[src/rtl/video_timing_gen.sv]
// video_timing_gen: parametrised raster timing generator.
// Divides clk by CLK_DIV into a pixel strobe, then steps horizontal/vertical
// counters and produces registered sync, blanking and line/frame markers,
// all aligned with pixel_x/pixel_y.
// Optional feature: define VTG_FRAME_CNT_EN to add a 16-bit frame_cnt port.
module video_timing_gen #(
    parameter int CLK_DIV = 4,
    parameter int CW      = 10,
    parameter int HD      = 640,
    parameter int HF      = 16,
    parameter int HR      = 96,
    parameter int HB      = 48,
    parameter int VD      = 480,
    parameter int VF      = 10,
    parameter int VR      = 2,
    parameter int VB      = 33,
    parameter int HS_POL  = 0,
    parameter int VS_POL  = 0
) (
    input  logic          clk,
    input  logic          reset,
    input  logic          enable,
    output logic          p_tick,
    output logic [CW-1:0] pixel_x,
    output logic [CW-1:0] pixel_y,
    output logic          h_sync,
    output logic          v_sync,
    output logic          video_on,
    output logic          line_start,
    output logic          frame_start
`ifdef VTG_FRAME_CNT_EN
    ,
    output logic [15:0]   frame_cnt
`endif
);

    localparam int HT = HD + HF + HR + HB;
    localparam int VT = VD + VF + VR + VB;
    localparam int DW = (CLK_DIV > 1) ? $clog2(CLK_DIV) : 1;

    localparam logic [DW-1:0] DIV_LAST = DW'(CLK_DIV - 1);
    localparam logic [CW-1:0] H_LAST   = CW'(HT - 1);
    localparam logic [CW-1:0] V_LAST   = CW'(VT - 1);

    // Range bounds carry one extra bit so HD+HF+HR == 2^CW cannot overflow
    localparam logic [CW:0] H_DISP = (CW+1)'(HD);
    localparam logic [CW:0] HS_BEG = (CW+1)'(HD + HF);
    localparam logic [CW:0] HS_END = (CW+1)'(HD + HF + HR);
    localparam logic [CW:0] V_DISP = (CW+1)'(VD);
    localparam logic [CW:0] VS_BEG = (CW+1)'(VD + VF);
    localparam logic [CW:0] VS_END = (CW+1)'(VD + VF + VR);

    localparam logic HS_ACT = (HS_POL != 0);
    localparam logic VS_ACT = (VS_POL != 0);

    logic [DW-1:0] div, div_nx;
    logic [CW-1:0] h, v, h_nx, v_nx;
    logic [CW:0]   hx, vx;
    logic          frame_wrap;

    assign p_tick  = enable && (div == DIV_LAST);
    assign pixel_x = h;
    assign pixel_y = v;
    assign hx      = {1'b0, h_nx};
    assign vx      = {1'b0, v_nx};

    // Next-state counters; outputs are decoded from these to stay skew-free
    always_comb begin
        div_nx     = (div == DIV_LAST) ? '0 : div + 1'b1;
        h_nx       = h;
        v_nx       = v;
        frame_wrap = 1'b0;
        if (p_tick) begin
            if (h == H_LAST) begin
                h_nx = '0;
                if (v == V_LAST) begin
                    v_nx       = '0;
                    frame_wrap = 1'b1;
                end else begin
                    v_nx = v + 1'b1;
                end
            end else begin
                h_nx = h + 1'b1;
            end
        end
    end

    // Counters and registered timing outputs; reset wins over enable
    always_ff @(posedge clk) begin
        if (reset) begin
            div         <= '0;
            h           <= '0;
            v           <= '0;
            h_sync      <= ~HS_ACT;
            v_sync      <= ~VS_ACT;
            video_on    <= 1'b1;
            line_start  <= 1'b1;
            frame_start <= 1'b1;
        end else if (enable) begin
            div         <= div_nx;
            h           <= h_nx;
            v           <= v_nx;
            h_sync      <= (hx >= HS_BEG && hx < HS_END) ? HS_ACT : ~HS_ACT;
            v_sync      <= (vx >= VS_BEG && vx < VS_END) ? VS_ACT : ~VS_ACT;
            video_on    <= (hx < H_DISP) && (vx < V_DISP);
            line_start  <= (h_nx == '0);
            frame_start <= (h_nx == '0) && (v_nx == '0);
        end
    end

`ifdef VTG_FRAME_CNT_EN
    // Completed-frame counter, bumped on the strobe that wraps the raster
    always_ff @(posedge clk) begin
        if (reset) begin
            frame_cnt <= '0;
        end else if (frame_wrap) begin
            frame_cnt <= frame_cnt + 1'b1;
        end
    end
`endif

endmodule
[config.mk]
export PLATFORM = sky130hd
export DESIGN_NAME = video_timing_gen
export DESIGN_NICKNAME = d
export VERILOG_FILES = /design/src/rtl/video_timing_gen.sv
export SDC_FILE = /design/constraint.sdc
export NUM_CORES = 1
export LEC_CHECK = 0
export CORE_MARGIN = 4
export CORE_UTILIZATION = 35
export DETAILED_ROUTE_END_ITERATION = 7
export PLACE_DENSITY_LB_ADDON = 0.3
export SYNTH_ARGS = -nofsm -noshare
export SYNTH_HDL_FRONTEND = slang
export SYNTH_SLANG_ARGS = --single-unit
[constraint.sdc]
create_clock -name clk -period 3 [get_ports clk]
set_input_delay 0.45 -clock clk [delete_from_list [all_inputs] [get_ports clk]]
set_output_delay 0.45 -clock clk [all_outputs]
set_load 0.03 [all_outputs]
==> results of run 1 <==
-- cells in the mapped netlist (2+ instances only) --
| cell | instances |
|---|---|
| nor2b_1 | 2 |
| inv_1 | 9 |
| ha_1 | 4 |
| buf_6 | 2 |
| nand2_1 | 16 |
| a32o_1 | 2 |
| xnor2_1 | 13 |
| a21oi_1 | 17 |
| o31ai_1 | 3 |
| nor2_1 | 26 |
| and2_1 | 3 |
| mux2i_1 | 4 |
| nor4_2 | 3 |
| buf_2 | 2 |
| dfxtp_1 | 27 |
| a211oi_1 | 4 |
| xor2_1 | 3 |
| nand4_1 | 7 |
| nand3_1 | 7 |
| a31oi_1 | 3 |
| nor3b_1 | 3 |
| o21ai_0 | 2 |
| clkbuf_1 | 12 |
| o32a_1 | 2 |
| and3_1 | 2 |
| nor4_1 | 2 |
| nor3_1 | 13 |
| or3_1 | 3 |
-- metal layers --
| layer | global-route usage | up-vias |
|---|---|---|
| met5 | 0 | - |
| met2 | 0.245 | 24 |
| met4 | 0.0437 | 0 |
| met1 | 0.200 | 782 |
| met3 | 0.0252 | 6 |
| li1 | - | 828 |
-- cell families (layout without fill, tap and decap cells) --
| family | Yosys count | after routing | share of synthesized area |
|---|---|---|---|
| simple gates | 93 | 93 | 0.285 |
| flops | 27 | 27 | 0.314 |
| buf+inv | 26 | 49 | 0.0669 |
| fa+ha+maj | 4 | 4 | 0.0291 |
| xor+xnor | 16 | 16 | 0.0815 |
| compound gates | 47 | 47 | 0.193 |
| mux | 5 | 5 | 0.0298 |
-- cells in the final DEF (no fill, tap or decap), types with 4 or more instances in the layout --
| cell type | Yosys | routed |
|---|---|---|
| ha_1 | 4 | 4 |
| nor2_1 | 26 | 26 |
| xnor2_1 | 13 | 13 |
| nand2_1 | 16 | 16 |
| dfxtp_1 | 27 | 27 |
| nand4_1 | 7 | 7 |
| a211oi_1 | 4 | 4 |
| buf_4 | 0 | 8 |
| clkdlybuf4s50_1 | 0 | 28 |
| a21oi_1 | 17 | 17 |
| nor3_1 | 13 | 13 |
| mux2i_1 | 4 | 4 |
| inv_1 | 9 | 9 |
| nand3_1 | 7 | 7 |
-- worst max-delay path: stages, from the launching register on --
cell and delay, ns:
dfxtp_1 0.45, ha_1 0.27, nand3_1 0.21, or4_4 0.62, nor4_2 0.40, xnor2_1 0.19
nand4_1 0.13, o31ai_2 0.23
-- state kept, by name (all words and copies together) (netlist names) --
register / flops
div: 2
pixel_y: 10
pixel_x: 10
line_start: 1
frame_start: 1
video_on: 1
v_sync: 1
h_sync: 1
-- layout make-up --
class	count	area share
repair buffers	36	0.161
well taps	67	0.0398
flip-flops and latches	27	0.256
clock buffers	4	0.0214
multi-input cells	165	0.505
inverters	9	0.0160
-- worst max-delay path by stage --
stage | end | cells after the start | slack, ns
after global routing | frame_start$_SDFFE_PP1P_ | 7 | 0.15
after global placement | frame_start$_SDFFE_PP1P_ | 7 | 0.30
after detailed placement | frame_start$_SDFFE_PP1P_ | 7 | 0.21
after floorplan | frame_start$_SDFFE_PP1P_ | 8 | 0.43
final | frame_start$_SDFFE_PP1P_ | 7 | 0.43
after CTS | frame_start$_SDFFE_PP1P_ | 7 | 0.41
-- per-stage QoR --
step,hold WS (ns),total power [W],util
floorplan,0.465,0.000396,-
global placement,0.474,0.000412,0.434
detailed placement,0.474,0.000412,0.434
finish,0.490,0.000610,0.443
global route,0.509,0.000640,0.443
CTS,0.501,0.000626,0.443
-- report_power, final --
group | switching (W) | total (W) | internal [W]
sequential | 0.00000277 | 0.000365 | 0.000362
clock | 0.000112 | 0.000207 | 0.0000951
combinational | 0.0000224 | 0.0000379 | 0.0000155
total | 0.000137 | 0.000610 | 0.000473
==> key figures, run 1 <==
Clock tree
  – Post-CTS setup buffers: 0
  – Total CTS buffers: 3
  – CTS tree: built
  – Hold-fix buffers, CTS: 0
  – Post-CTS Resized: 0
  – TritonCTS Sinks: 27
  – Clk Latency, worst-skew pair: 0.27 ns
  – CTS Buffer Depth: 2
  – Clock-pin slew on the worst setup and hold paths: 0.09 ns
  – CTS root buf: clkbuf_8
  – Htree depth: 1

STA
  – Fin worst setup slack: 0.426 ns
  – Fmax: 0.389 GHz
  – Worst Skew: 0.00592 ns
  – RSZ-0062 raised after global routing: false
  – Minimum clock period: 2.57 ns
  – Post-Route Setup TNS: 0 ns
  – Final setup vio count: 0
  – Least-Margin Pin Slew: 0.657 ns
  – Max-slew violation count: 0
  – Final count of hold timing violations: 0
  – Final worst-path cycle share: 0.858
  – Slew headroom: 0.556

Global route
  – Remaining Overflow, GRT: 0
  – Initial antenna violation count: 0
  – GRT Util Overall: 0.149
  – Vias in the first global route: 1543
  – First-pass GRT wire length: 7470 um
  – Pin count of the biggest net entering global routing: 16

Run status
  – Status: finished clean

Yosys
  – Yosys warnings: 0
  – Unique masters post-synth: 50
  – Synth top area cells: dfxtp_1 (31%), xnor2_1 (6.6%), nor2_1 (5.7%)
  – Syn avg cell area: 7.89 sq um
  – Yosys top cell area share: 0.314
  – Post-synth top area cell: dfxtp_1
  – Post-synth EDFFs: 0
  – Most used DFF post-synth: dfxtp_1
  – Syn Nets: 225
  – Ys async rst share: 0
  – Cell Area, Synth: 1720 sq um
  – Cells after Synth: 218
  – Sequential-to-total area share from yosys stat: 0.314
  – Synthesized flop and latch total: 27

Floorplan
  – Die Ht: 78.1 um
  – Starting Density: 0.362
  – # IOs: 29
  – Cell Rows: 25
  – Die width: 78.1 um
  – Area of the die: 6100 sq um
  – Core Region: 4750 sq um

Routing
  – Max Used Layer: met4
  – Antenna-violating nets left: 0
  – Routed length on met1: 2060 um
  – Vias per cell: 5.32
  – Met3 wire len: 105 um
  – DRT Pass-1 Iters: 4
  – Via count: 1640
  – Wire length per cell: 14.1 um
  – Residual DRC: 0
  – Met2 WL post-DR: 2100 um
  – Total Wirelength: 4340 um
  – Initial DRC count: 73

Final layout
  – P&R area growth vs syn: 22.5%
  – Proportion of layout cells with a drive suffix above 1: 0.0830
  – Fin nets: 249
  – Footprint of the multi-input gates: 1060 sq um
  – Filler cell count: 516
  – Final instance area: 2110 sq um
  – Fin cells: 308
  – Ant. Diodes: 0
  – Flip-flop and latch area: 541 sq um

Place
  – Post-DP HPWL: 3360 um
  – IO Port Bufs: 28
  – Global placer's final weighted congestion: 0.850
  – Placed Cells: 304
  – Placed cell areas: 2060 sq um
  – DP Worst Slack: 0.205 ns

Hold path
  – Hold Crit Class: reg -> reg
  – Hold Crit Start: line_start$_SDFFE_PP1P_
  – Hold endpoint: line_start$_SDFFE_PP1P_
  – Number of cells on the worst hold path: 2

Worst setup path
  – Reg2reg start: pixel_x[0]$_SDFFE_PP0P_
  – Critical path launch point: pixel_x[0]$_SDFFE_PP0P_
  – Max Fanout on Critical Path: 12
  – CP arrival: 2.76 ns
  – Setup crit start kind: flip-flop
  – R2r worst-path depth: 7
  – Reg2reg setup slack: 0.43 ns
  – Critical path class: reg -> reg
  – Worst r2r dst: frame_start$_SDFFE_PP1P_
  – WP data required: 3.19 ns
  – CP endpoint kind: flip-flop

Power
  – Max rail drop VDD: 0.243 mV
  – Pleak: 0.692 nW
  – PD cells: 289 nW/um^2

Flow run
  – Max Cap Viol: 0
Power figures use the tool's default switching activity.
==> run 2, diff against run 1 <==
--- a/config.mk
+++ b/config.mk
@@ -8,7 +8,6 @@
 export CORE_MARGIN = 4
 export CORE_UTILIZATION = 35
 export DETAILED_ROUTE_END_ITERATION = 7
-export PLACE_DENSITY_LB_ADDON = 0.3
 export SYNTH_ARGS = -nofsm -noshare
 export SYNTH_HDL_FRONTEND = slang
 export SYNTH_SLANG_ARGS = --single-unit
==> run 2 against run 1 <==
Clock-buffer cell count is the same. Register-to-register slack lost 0.03 ns. Final area rose by 0.36%. Routed wire length shrank 1.5%. First-iteration DRC count is 34% higher. Largest power group unchanged. Highest routed layer unchanged. Sequential share of layout area fell by 0.091 points. Maximum frequency shrank 1.1%. Worst setup slack lost 0.028 ns. Largest cell class unchanged. Sequential power is essentially flat. Combinational power decreased by 4%.
==> key figures, run 2 (synthesis gave the netlist of run 1 again) <==
Run status
  – Status: finished clean

Routing
  – Wire length per cell: 13.8 um (-1.8%)
  – Met3 wire len: 232 um (+120%)
  – Met2 WL post-DR: 2030 um (-3.3%)
  – Initial DRC count: 98 (+34%)
  – Vias per cell: 5.34 (+0.34%)
  – Via count: 1651 (+0.67%)
  – Total Wirelength: 4270 um (-1.5%)
  – Residual DRC: 0 (unchanged)
  – Antenna-violating nets left: 0 (unchanged)
  – Routed length on met1: 1970 um (-4.5%)
  – Max Used Layer: met4
  – DRT Pass-1 Iters: 4 (unchanged)

STA
  – Fmax: 0.384 GHz (-1.1%)
  – Least-Margin Pin Slew: 0.649 ns (-0.00782 ns)
  – Minimum clock period: 2.60 ns (+0.0281 ns)
  – RSZ-0062 raised after global routing: false
  – Final count of hold timing violations: 0 (unchanged)
  – Max-slew violation count: 0 (unchanged)
  – Worst Skew: 0.00311 ns (-0.00281 ns)
  – Post-Route Setup TNS: 0 ns (unchanged)
  – Final worst-path cycle share: 0.867 (+0.00937)
  – Slew headroom: 0.561 (+0.00529)
  – Final setup vio count: 0 (unchanged)

Place
  – IO Port Bufs: 28 (unchanged)
  – Placed cell areas: 2070 sq um (+0.36%)
  – Post-DP HPWL: 3210 um (-4.5%)
  – Global placer's final weighted congestion: 0.878 (+3.3%)

Floorplan
  – # IOs: 29 (unchanged)
  – Cell Rows: 25 (unchanged)
  – Core Region: 4750 sq um (unchanged)
  – Die width: 78.1 um (unchanged)
  – Starting Density: 0.362 (unchanged)
  – Area of the die: 6100 sq um (unchanged)
  – Die Ht: 78.1 um (unchanged)

Worst setup path
  – WP data required: 3.15 ns (-0.04 ns)
  – Critical path class: reg -> reg
  – Cell family with most CP delay: simple AND/OR/NAND/NOR gates
  – CP peak stage delay: 0.55 ns (-0.07 ns)
  – Critical path cell sequence: or4b_4 > or4_4 > nor3_1 > xnor2_1 > nor4_2 > a31oi_1
  – Slowest CP cell: or4b_4
  – Setup crit start kind: flip-flop
  – Max Fanout on Critical Path: 12 (unchanged)
  – CP arrival: 2.75 ns (about the same)
  – CP endpoint kind: flip-flop
  – WP buf/inv: 0 (unchanged)

Power
  – Pleak: 0.697 nW (+0.69%)
  – Sequential share of power: 0.598 (about the same)
  – Power Internal: 0.000472 W (-0.15%)
  – PD cells: 289 nW/um^2 (-0.23%)
  – NetSw: 0.000138 W (+1.1%)
  – Clock share of power: 0.343 (+0.004)
  – Sw frac: 0.227 (+0.00213)
  – Max rail drop VDD: 0.205 mV (-16%)
  – Logic gate share of total power: 0.059 (-0.003)

Global route
  – Vias in the first global route: 1573 (+1.9%)
  – Initial antenna violation count: 0 (unchanged)
  – GRT Util Overall: 0.147 (-0.00204)
  – Remaining Overflow, GRT: 0 (unchanged)
  – Pin count of the biggest net entering global routing: 18 (+2)
  – First-pass GRT wire length: 7450 um (-0.27%)

Clock tree
  – CTS tree: built
  – Clk Latency, worst-skew pair: 0.27 ns (about the same)
  – Hold-fix buffers, CTS: 0 (unchanged)
  – Post-CTS Resized: 0 (unchanged)
  – Post-CTS setup buffers: 0 (unchanged)
  – Htree depth: 1 (unchanged)
  – Clock-pin slew on the worst setup and hold paths: 0.09 ns (about the same)
  – Total CTS buffers: 3 (unchanged)
  – CTS root buf: clkbuf_8
  – CTS Buffer Depth: 2 (unchanged)
  – TritonCTS Sinks: 27 (unchanged)

Hold path
  – Hold Crit Class: reg -> reg

Final layout
  – Ant. Diodes: 0 (unchanged)
  – Commonest cells after routing, fill and taps aside: clkdlybuf4s50_1 (28), dfxtp_1 (27), nor2_1 (26)
  – Fin nets: 250 (+0.40%)
  – P&R area growth vs syn: 23.0%
  – Filler cell count: 494 (-4.3%)
  – Final instance area: 2120 sq um (+0.36%)
  – Commonest non-fill, non-tap cell in the layout: clkdlybuf4s50_1
  – Proportion of layout cells with a drive suffix above 1: 0.0868 (+0.00379)

Flow run
  – Max Cap Viol: 0 (unchanged)
[run 2: cell count changes in the layout (fill, tap and decap cells not counted)]
cell,before,now
buf_4,8,9
[run 2: final timing paths]
path                      startpoint               endpoint  slack [ns]  cells after the start
max reg2reg  pixel_x[7]$_SDFFE_PP0P_    v_sync$_SDFFE_PP1P_        0.40                      6
max          pixel_x[7]$_SDFFE_PP0P_    v_sync$_SDFFE_PP1P_        0.40                      6
min            video_on$_SDFFE_PP1P_  video_on$_SDFFE_PP1P_        0.48                      2
min reg2reg    video_on$_SDFFE_PP1P_  video_on$_SDFFE_PP1P_        0.48                      2
[run 2: power by group through the flow]
stage	Clock, W	Combinational [W]	Sequential, W
after floorplan	0	0.0000188	0.000378
after global placement	0	0.0000367	0.000374
after detailed placement	0	0.0000370	0.000374
after CTS	0.000221	0.0000372	0.000365
after global routing	0.000237	0.0000398	0.000366
final	0.000209	0.0000362	0.000365
[run 2: metrics by stage]
step	hold slack, ns	cells	total power (W)	worst slack, ns	utilization
6_report	0.482	309	0.000611	0.398	0.445
3_3_place_gp	0.467	305	0.000410	0.236	0.436
4_1_cts	0.492	309	0.000624	0.380	0.445
2_1_floorplan	0.465	218	0.000396	0.428	-
5_1_grt	0.520	309	0.000642	0.202	0.445
3_5_place_dp	0.467	305	0.000411	0.205	0.436
[run 2: area by class of cell]
class                           instances  area, sq um  share of cell area
Clock buffer                            4         45.0              0.0213
Multi-Input combinational cell        165         1060               0.503
Timing Repair Buffer                   37          348               0.164
Tap cell                               67         83.8              0.0396
Sequential cell                        27          541               0.255
Inverter                                9         33.8              0.0160
[run 2: per-layer routing]
layer,global-route usage,vias to the layer above
li1,-,832
met2,0.242,49
met4,0.0455,0
met5,0,-
met3,0.0378,4
met1,0.187,766
[run 2: worst reg2reg max path, cell delays in order, from the launching register on]
cell	delay, ns
dfxtp_1	0.40
or4b_4	0.55
or4_4	0.53
nor3_1	0.28
xnor2_1	0.16
nor4_2	0.40
a31oi_1	0.16
